### src/rtl/irq_ctrl_defs.sv
// Shared definitions for the interrupt controller.
// Holds the register offsets inside the 16-byte window, the CPU irq bit base,
// the channel count and a helper that decodes a byte offset to a register.
package irq_ctrl_defs;

  localparam int unsigned NUM_CH   = 3;
  localparam int unsigned IRQ_BASE = 5;

  localparam logic [3:0] OFF_PENDING = 4'h0;
  localparam logic [3:0] OFF_ENABLE  = 4'h4;
  localparam logic [3:0] OFF_MODE    = 4'h8;
  localparam logic [3:0] OFF_RAW     = 4'hC;

  typedef enum logic [1:0] {
    RegPending,
    RegEnable,
    RegMode,
    RegRaw
  } reg_sel_e;

  // Byte lanes [1:0] are ignored; every register is word aligned.
  function automatic reg_sel_e decode_reg(input logic [3:0] off);
    reg_sel_e sel;
    case (off & 4'hC)
      OFF_PENDING: sel = RegPending;
      OFF_ENABLE:  sel = RegEnable;
      OFF_MODE:    sel = RegMode;
      default:     sel = RegRaw;
    endcase
    return sel;
  endfunction

endpackage

### src/rtl/irq_sync_filter.sv
// Two-flop synchronizer followed by a glitch filter for one interrupt line.
// Ports:
//   clk, resetn : system clock, asynchronous active-low reset
//   i_line      : raw asynchronous input (active low, idle high)
//   o_filt      : filtered line level; changes only after the synchronized
//                 input has differed from it for FILTER_LEN consecutive cycles
module irq_sync_filter #(
  parameter int unsigned FILTER_LEN = 4
) (
  input  logic clk,
  input  logic resetn,
  input  logic i_line,
  output logic o_filt
);

  localparam logic [3:0] CntMax = 4'(FILTER_LEN - 1);

  logic       r_sync1;
  logic       r_sync2;
  logic       r_filt;
  logic [3:0] r_cnt;

  always_ff @(posedge clk or negedge resetn) begin
    if (!resetn) begin
      r_sync1 <= 1'b1;
      r_sync2 <= 1'b1;
      r_filt  <= 1'b1;
      r_cnt   <= '0;
    end else begin
      r_sync1 <= i_line;
      r_sync2 <= r_sync1;
      if (r_sync2 == r_filt) begin
        r_cnt <= '0;
      end else if (r_cnt == CntMax) begin
        // This is the FILTER_LEN-th consecutive differing cycle.
        r_filt <= r_sync2;
        r_cnt  <= '0;
      end else begin
        r_cnt <= r_cnt + 4'd1;
      end
    end
  end

  assign o_filt = r_filt;

endmodule

### src/rtl/irq_ctrl.sv
// Three-channel external interrupt controller on a picosoc-style iomem bus.
// Ports:
//   clk, resetn          : system clock, asynchronous active-low reset
//   irq_5, irq_6, irq_7  : external active-low interrupt lines (channels 0..2)
//   iomem_valid/wstrb/addr/wdata : bus request; wstrb == 0 is a read
//   iomem_ready          : one-cycle acknowledge, once per request
//   iomem_rdata          : read data while iomem_ready is high, else 0
//   irq                  : CPU interrupt vector, bits 5..7 = PENDING & ENABLE
//   eoi                  : CPU end-of-interrupt vector, bits 5..7 clear PENDING
// Registers: 0x0 PENDING (W1C), 0x4 ENABLE, 0x8 MODE (1 = edge), 0xC RAW (RO).
module irq_ctrl
  import irq_ctrl_defs::*;
#(
  parameter logic [31:0] BASE_ADDR  = 32'h0300_0000,
  parameter int unsigned FILTER_LEN = 4
) (
  input  logic        clk,
  input  logic        resetn,
  input  logic        irq_5,
  input  logic        irq_6,
  input  logic        irq_7,
  input  logic        iomem_valid,
  input  logic [3:0]  iomem_wstrb,
  input  logic [31:0] iomem_addr,
  input  logic [31:0] iomem_wdata,
  output logic        iomem_ready,
  output logic [31:0] iomem_rdata,
  output logic [31:0] irq,
  input  logic [31:0] eoi
);

  localparam int unsigned PadW = 32 - NUM_CH;

  logic [NUM_CH-1:0] w_line;
  logic [NUM_CH-1:0] w_filt;
  logic [NUM_CH-1:0] w_fall;
  logic [NUM_CH-1:0] w_set;
  logic [NUM_CH-1:0] w_clr;
  logic [NUM_CH-1:0] w_pending_d;
  logic              w_sel;
  logic              w_accept;
  logic              w_wr;
  reg_sel_e          w_reg;
  logic [31:0]       w_rdata_d;

  logic [NUM_CH-1:0] r_pending;
  logic [NUM_CH-1:0] r_enable;
  logic [NUM_CH-1:0] r_mode;
  logic [NUM_CH-1:0] r_filt_prev;
  logic              r_ready;
  logic              r_acked;
  logic [31:0]       r_rdata;

  assign w_line = {irq_7, irq_6, irq_5};

  for (genvar g = 0; g < NUM_CH; g++) begin : g_ch
    irq_sync_filter #(
      .FILTER_LEN (FILTER_LEN)
    ) u_sync_filter (
      .clk    (clk),
      .resetn (resetn),
      .i_line (w_line[g]),
      .o_filt (w_filt[g])
    );
  end

  always_comb begin
    w_sel    = iomem_valid && (iomem_addr[31:4] == BASE_ADDR[31:4]);
    w_accept = w_sel && !r_acked;
    w_wr     = w_accept && iomem_wstrb[0];
    w_reg    = decode_reg(iomem_addr[3:0]);

    w_fall = r_filt_prev & ~w_filt;
    w_set  = (r_mode & w_fall) | (~r_mode & ~w_filt);
    w_clr  = eoi[IRQ_BASE +: NUM_CH];
    if (w_wr && (w_reg == RegPending)) begin
      w_clr = w_clr | iomem_wdata[NUM_CH-1:0];
    end
    // Set wins over a same-cycle clear.
    w_pending_d = w_set | (r_pending & ~w_clr);

    w_rdata_d = '0;
    unique case (w_reg)
      RegPending: w_rdata_d = {{PadW{1'b0}}, r_pending};
      RegEnable:  w_rdata_d = {{PadW{1'b0}}, r_enable};
      RegMode:    w_rdata_d = {{PadW{1'b0}}, r_mode};
      RegRaw:     w_rdata_d = {{PadW{1'b0}}, ~w_filt};
      default:    w_rdata_d = '0;
    endcase
  end

  always_ff @(posedge clk or negedge resetn) begin
    if (!resetn) begin
      r_pending   <= '0;
      r_enable    <= '0;
      r_mode      <= '1;
      r_filt_prev <= '1;
      r_ready     <= 1'b0;
      // Start "already acknowledged" so a request straddling reset is never
      // acknowledged; valid must drop once before a new access is taken.
      r_acked     <= 1'b1;
      r_rdata     <= '0;
    end else begin
      r_filt_prev <= w_filt;
      r_pending   <= w_pending_d;
      r_ready     <= w_accept;
      r_acked     <= iomem_valid && (r_acked || w_accept);
      r_rdata     <= w_accept ? w_rdata_d : '0;
      if (w_wr && (w_reg == RegEnable)) begin
        r_enable <= iomem_wdata[NUM_CH-1:0];
      end
      if (w_wr && (w_reg == RegMode)) begin
        r_mode <= iomem_wdata[NUM_CH-1:0];
      end
    end
  end

  always_comb begin
    irq = '0;
    irq[IRQ_BASE +: NUM_CH] = r_pending & r_enable;
  end

  assign iomem_ready = r_ready;
  assign iomem_rdata = r_ready ? r_rdata : '0;

  logic w_unused_bits;
  assign w_unused_bits = ^{iomem_wstrb[3:1], iomem_wdata[31:NUM_CH],
                           eoi[31:IRQ_BASE+NUM_CH], eoi[IRQ_BASE-1:0]};

endmodule

### config.mk
export PLATFORM = sky130hd
export DESIGN_NAME = irq_ctrl
export DESIGN_NICKNAME = d
export VERILOG_FILES = /design/src/rtl/irq_ctrl_defs.sv /design/src/rtl/irq_sync_filter.sv /design/src/rtl/irq_ctrl.sv
export SDC_FILE = /design/constraint.sdc
export NUM_CORES = 1
export LEC_CHECK = 0
export ABC_AREA = 1
export BUFFER_PORTS_ARGS = -buffer_cell sky130_fd_sc_hd__buf_4
export CAP_MARGIN = 20
export CORE_ASPECT_RATIO = 1.2
export CORE_MARGIN = 8
export CORE_UTILIZATION = 37
export DETAILED_ROUTE_END_ITERATION = 7
export PLACE_DENSITY = 0.74
export SLEW_MARGIN = 20
export SYNTH_ARGS = -nofsm -noshare
export SYNTH_HDL_FRONTEND = slang
export SYNTH_SLANG_ARGS = --single-unit
### constraint.sdc
create_clock -name clk -period 1.6 [get_ports clk]
set_input_delay 0 -clock clk [delete_from_list [all_inputs] [get_ports clk]]
set_output_delay 0 -clock clk [all_outputs]
set_load 0.02 [all_outputs]
* After elaboration in Yosys (flattened, before gate mapping) *
Index checks and enable logic that the tools add are counted.

storage, ports and cells
  output and inout port bits = 65
  input port bits = 106
  register bits after elaboration = 67
  memories kept = 0
  bits in read-only memories = 0
  logic and storage cells = 73
  bits in writable memories = 0
  bits in latches = 0

operators by class
  add/sub/neg operators = 3
  multiplexer cells = 11
  div/mod/pow operators = 0
  equal/unequal tests = 12
  bitwise gates (word level) = 14
  reduce and logical (&&, ||, !) cells = 14
  order comparisons = 0
  $mul = 0
  shift-type cells = 0

operator list
  operator                                                            count
  32-bit one-hot mux with 4 select lines                              1
  32-bit two-way mux                                                  2
  28-bit by 22-bit == test with 1-bit output (second input constant)  1
  4-bit two-way mux                                                   6
  3-bit bitwise AND                                                   5
  4-bit by 1-bit adder with 4-bit output (second input constant)      3
  4-bit by 2-bit == test with 1-bit output (second input constant)    3
  3-bit NOT                                                           3
  3-bit bitwise OR                                                    3
  1-bit logical AND                                                   7
  2-bit == test (second input constant)                               3
  2-bit one-hot mux with 3 select lines                               1
  2-bit AND reduction                                                 3
  2-bit by 1-bit == test with 1-bit output (second input constant)    2
  4-bit logical NOT                                                   1
  1-bit == test                                                       3
  3-bit two-way mux                                                   1
  1-bit NOT                                                           3
  2-bit logical NOT                                                   1
  1-bit logical NOT                                                   1
  1-bit logical OR                                                    1

* Logic depth before layout (Yosys ltp) *
  word-level depth = 9
  mapped depth = 10
  mapped depth without buffers = 10

* Cells and area by module *
A second synthesis with hierarchy kept.

second synthesis, totals
  cells, all modules = 307
  area, all modules = 2,391.0 um2

by module, submodules not included
  module                                       sequential area each (um2)  instances  cells each  area an instance (um2)
  irq_ctrl                                     434.2                       1          221         1,525.2
  irq_sync_filter (g_ch[1].u_sync_filter ...)  178.9                       2          29          289.0
  irq_sync_filter (g_ch[0].u_sync_filter)      178.9                       1          28          287.8

* Worst setup path before layout *
Ideal clock, no wire load.

  path kind = register to register
  from = reg g_ch[1].u_sync_filter.r_cnt[0]
  to = reg g_ch[1].u_sync_filter.r_filt
  setup time = 0.082 ns
  buffers on the path = 0
  data required time = 1.518 ns
  data arrival time = 0.991 ns
  period minus slack after synthesis = 1.073 ns
  setup slack = 0.527 ns
  stages on the path, launching flop included = 4
  cell sequence = dfrtp_1 ha_1 nand2_1 mux2_2

between the ends
  cells in the longest elaborated chain, start to end = 2

ends and longest elaborated chain
  item                                      line                   RTL
  from (decl)                               irq_sync_filter.sv:21  logic [3:0] r_cnt;
  from (signal assigned)                    irq_sync_filter.sv:39  r_cnt <= r_cnt + 4'd1;
  4-bit by 2-bit == test with 1-bit output  irq_sync_filter.sv:34  end else if (r_cnt == CntMax) begin
  2-bit AND reduction (no line)             -
  to (signal assigned)                      irq_sync_filter.sv:36  r_filt <= r_sync2;
  to (decl)                                 irq_sync_filter.sv:20  logic r_filt;

Every way passes these cells.
A chain may end at the register's enable or synchronous reset.

* Worst setup path after layout *
  from = in iomem_valid
  to = reg r_enable[1]

between the ends
  cells in the longest elaborated chain, start to end = 4

ends and longest elaborated chain
  item                  line             RTL
  from (decl)           irq_ctrl.sv:22   input logic iomem_valid,
  1-bit logical AND     irq_ctrl.sv:68   w_sel = iomem_valid && (iomem_addr[31:4] == BASE_ADDR[31:4]);
  1-bit logical AND     irq_ctrl.sv:69   w_accept = w_sel && !r_acked;
  named net w_accept    irq_ctrl.sv:41   logic w_accept;
  1-bit logical AND     irq_ctrl.sv:70   w_wr = w_accept && iomem_wstrb[0];
  1-bit logical AND     irq_ctrl.sv:109  if (w_wr && (w_reg == RegEnable)) begin
  to (signal assigned)  irq_ctrl.sv:110  r_enable <= iomem_wdata[NUM_CH-1:0];
  to (decl)             irq_ctrl.sv:47   logic [NUM_CH-1:0] r_enable;

The timed path passes the listed nets, and every way through them passes these cells.

==> results.json <==
{
  "outcome": "complete, no violations",
  "startpoint_type": "input pin",
  "fin_skew_ps": 5.00,
  "gp_congestion": 0.840,
  "path_clk_slew_ps": 60,
  "r2r_slack_ps": 460,
  "syn_area_mm2": 0.00234,
  "cp_max_fo": 10,
  "grtUsageTotal": 0.103,
  "fp.dieH_um": 103,
  "place_area_mm2": 0.00258,
  "synth_top_family_by_area": "buffers and inverters",
  "post-route-period-util": 0.815,
  "drv_slew": 0,
  "grt_overflow_total": 0,
  "synth.top_cells.by_area": "dfrtp_1 (24%), buf_4 (19%), dfstp_2 (18%), nand2_1 (8.0%), nor2_1 (7.2%)",
  "path_class": "input pin to flip-flop",
  "clk_path_buf_depth": 2,
  "drc_errors": 0,
  "io_buffers": 49,
  "routed_wl_um": 4670,
  "avgSynthCellArea_um2": 8.12,
  "area_growth_pct": 19.0,
  "pin_count": 171,
  "synth_cell_types": 26,
  "seq_area_frac_synth": 0.415,
  "fmax_ghz": 0.767,
  "dpl.hpwl_um": 3850,
  "grt_pass1_vias": 1779,
  "synth_commonest_cells": "buf_4 (58), nand2_1 (50), nor2_1 (45)",
  "ant_nets": 0,
  "reg2reg_depth": 3,
  "rsz0062_at_grt": "no",
  "rr_startpoint": "g_ch[1].u_sync_filter.r_cnt[0]",
  "avgRoutedWirePerCell_um": 10.7,
  "cp_data_required_time_ps": 1780,
  "final_area_mm2": 0.00278,
  "numCtsBuffers": 5,
  "ir_drop_mv": 0.585,
  "hold_path.class": "input pin to flip-flop",
  "finalHoldViolCount": 0,
  "whs_ps": 66.8,
  "num_rows": 31,
  "min_from": "iomem_addr[3]",
  "hold_path_depth": 4,
  "drt-initial-drc-count": 83,
  "ys.flop_type": "dfrtp_1",
  "synth_fa_ha_area_frac": 0.0161,
  "crit_arrival_ps": 1480,
  "ys_ff_latch": 38,
  "viasPerCell": 4.10,
  "drv_cap": 0,
  "fp.dieW_um": 88.6,
  "ys_warn_count": 0,
  "cts_sinks": 38,
  "synth-compound-area-share": 0.0327,
  "synth.most_common_cell": "buf_4",
  "dieArea_mm2": 0.00913,
  "h-tree-depth": 2,
  "start_util": 0.384,
  "endpoint_kind": "flip-flop",
  "antenna_found_initial": 0,
  "yosys.area_share.simple": 0.227,
  "setup_viol": 0,
  "grt_pass1_wl_um": 7410,
  "nets": 463,
  "cts_tree": "done",
  "grt_start_max_net_pins": 39,
  "synth_xor_area_frac": 0.0337,
  "vias": 1792,
  "cts_resized": 0,
  "power_density_mw_per_mm2": 977,
  "synthCells": 288,
  "drive_gt1_frac": 0.242,
  "synth-edff-count": 0,
  "n_antenna_cell": 0,
  "nFillCells": 622,
  "period_minus_slack_ps": 1300,
  "finalSetupTns_ps": 0,
  "async_reset_ff_frac": 1.00,
  "coreArea_mm2": 0.00609,
  "holdPathEnd": "r_enable[0]",
  "clock_latency_ps": 280,
  "p_leak_nw": 1.51,
  "first_pass_iters": 4,
  "synth.top_cell.area_share": 0.236,
  "synth_largest_area_cell": "dfrtp_1",
  "clock-root-buffer": "clkbuf_8",
  "r2r-end": "g_ch[1].u_sync_filter.o_filt",
  "synthMuxAreaShare": 0.0145
}
[metal layers]
| layer | global-route usage | wire length (um) | vias up | part of all wire |
|---|---|---|---|---|
| li1 | - | - | 892 | - |
| met1 | 0.100 | 1640 | 828 | 0.35 |
| met2 | 0.197 | 2490 | 68 | 0.53 |
| met3 | 0.0351 | 513 | 4 | 0.11 |
| met4 | 0.0339 | 28 | 0 | 0.0060 |
| met5 | 0 | 0 | - | 0 |
[what timing repair did]
item | CTS | global route
hold buffers | 12 | 0
setup buffers | 0 | 0
setup endpoints to repair | 0 | 0
hold endpoints to repair | 35 | 0
[cell type report]
class / count / area [um^2] / area share
clock buffer: 8 / 80.1 / 0.0288
inverter: 44 / 165 / 0.0594
multi-input combinational: 204 / 975 / 0.350
sequential: 38 / 971 / 0.349
tap: 82 / 103 / 0.0369
timing repair buffer: 61 / 488 / 0.175
[cell usage in the layout (no fill, tap or decap), types with 4 or more instances in the layout]
cell type      count
xnor2_1            6
dfstp_2           16
dlygate4sd3_1     12
nand4_1            9
clkbuf_8           5
buf_4             49
nand3_1            8
inv_1             40
dfrtp_1           22
nand2_1           50
nor2_1            45
inv_2              4
conb_1            58
[power by group]
group | switching (mW) | total, mW | internal (mW)
logic | 0.421 | 0.735 | 0.314
clock network | 0.299 | 0.608 | 0.309
registers | 0.149 | 1.37 | 1.22
total | 0.869 | 2.72 | 1.85
[state kept, by name, indices dropped and copies added, names as in the netlist]
register,flops
g_ch.u_sync_filter.o_filt,3
g_ch.u_sync_filter.r_cnt,12
g_ch.u_sync_filter.r_sync1,3
g_ch.u_sync_filter.r_sync2,3
iomem_ready,1
r_acked,1
r_enable,3
r_filt_prev,3
r_mode,3
r_pending,3
r_rdata,3
[critical path: stages]
cell and delay [ps]:
dlygate4sd3_1 530, buf_4 100, inv_1 50, nor2_2 70, nand4_1 80, nor2_1 130
nand2_2 110, nor2_8 180, nand3_2 110, nand2_1 80, nand2_1 40
[how the worst max path moves through the flow]
stage               depth (start not counted)  slack [ps]                           start                            to
global route                               11         150                     iomem_valid                   r_enable[1]
global placement                            3         480    g_ch[0].u_sync_filter.o_filt                    r_rdata[0]
finish                                     11         300                     iomem_valid                   r_enable[1]
detailed placement                          3         460  g_ch[2].u_sync_filter.r_cnt[0]  g_ch[2].u_sync_filter.o_filt
floorplan                                   3         530  g_ch[1].u_sync_filter.r_cnt[0]  g_ch[1].u_sync_filter.o_filt
CTS                                        11         290                     iomem_valid                   r_enable[1]
[per-stage QoR]
step / cells / power (mW) / setup WS (ps) / util
6_report: 437 / 2.72 / 296 / 0.457
5_1_grt: 437 / 2.94 / 152 / 0.457
4_1_cts: 437 / 2.75 / 285 / 0.457
3_5_place_dp: 417 / 2.10 / 463 / 0.424
3_3_place_gp: 417 / 2.07 / 481 / 0.424
2_1_floorplan: 345 / 2.00 / 527 / -
[kinds of logic (layout without fill, tap and decap cells)]
group           after synthesis  after routing
compound gates               11             11
buf+inv                     103            113
other cells                   1             58
fa+ha+maj                     3              3
xor+xnor                      9              9
simple gates                120            120
mux                           3              3
flops                        38             38
Note: power is estimated with default switching activity, not from simulation.
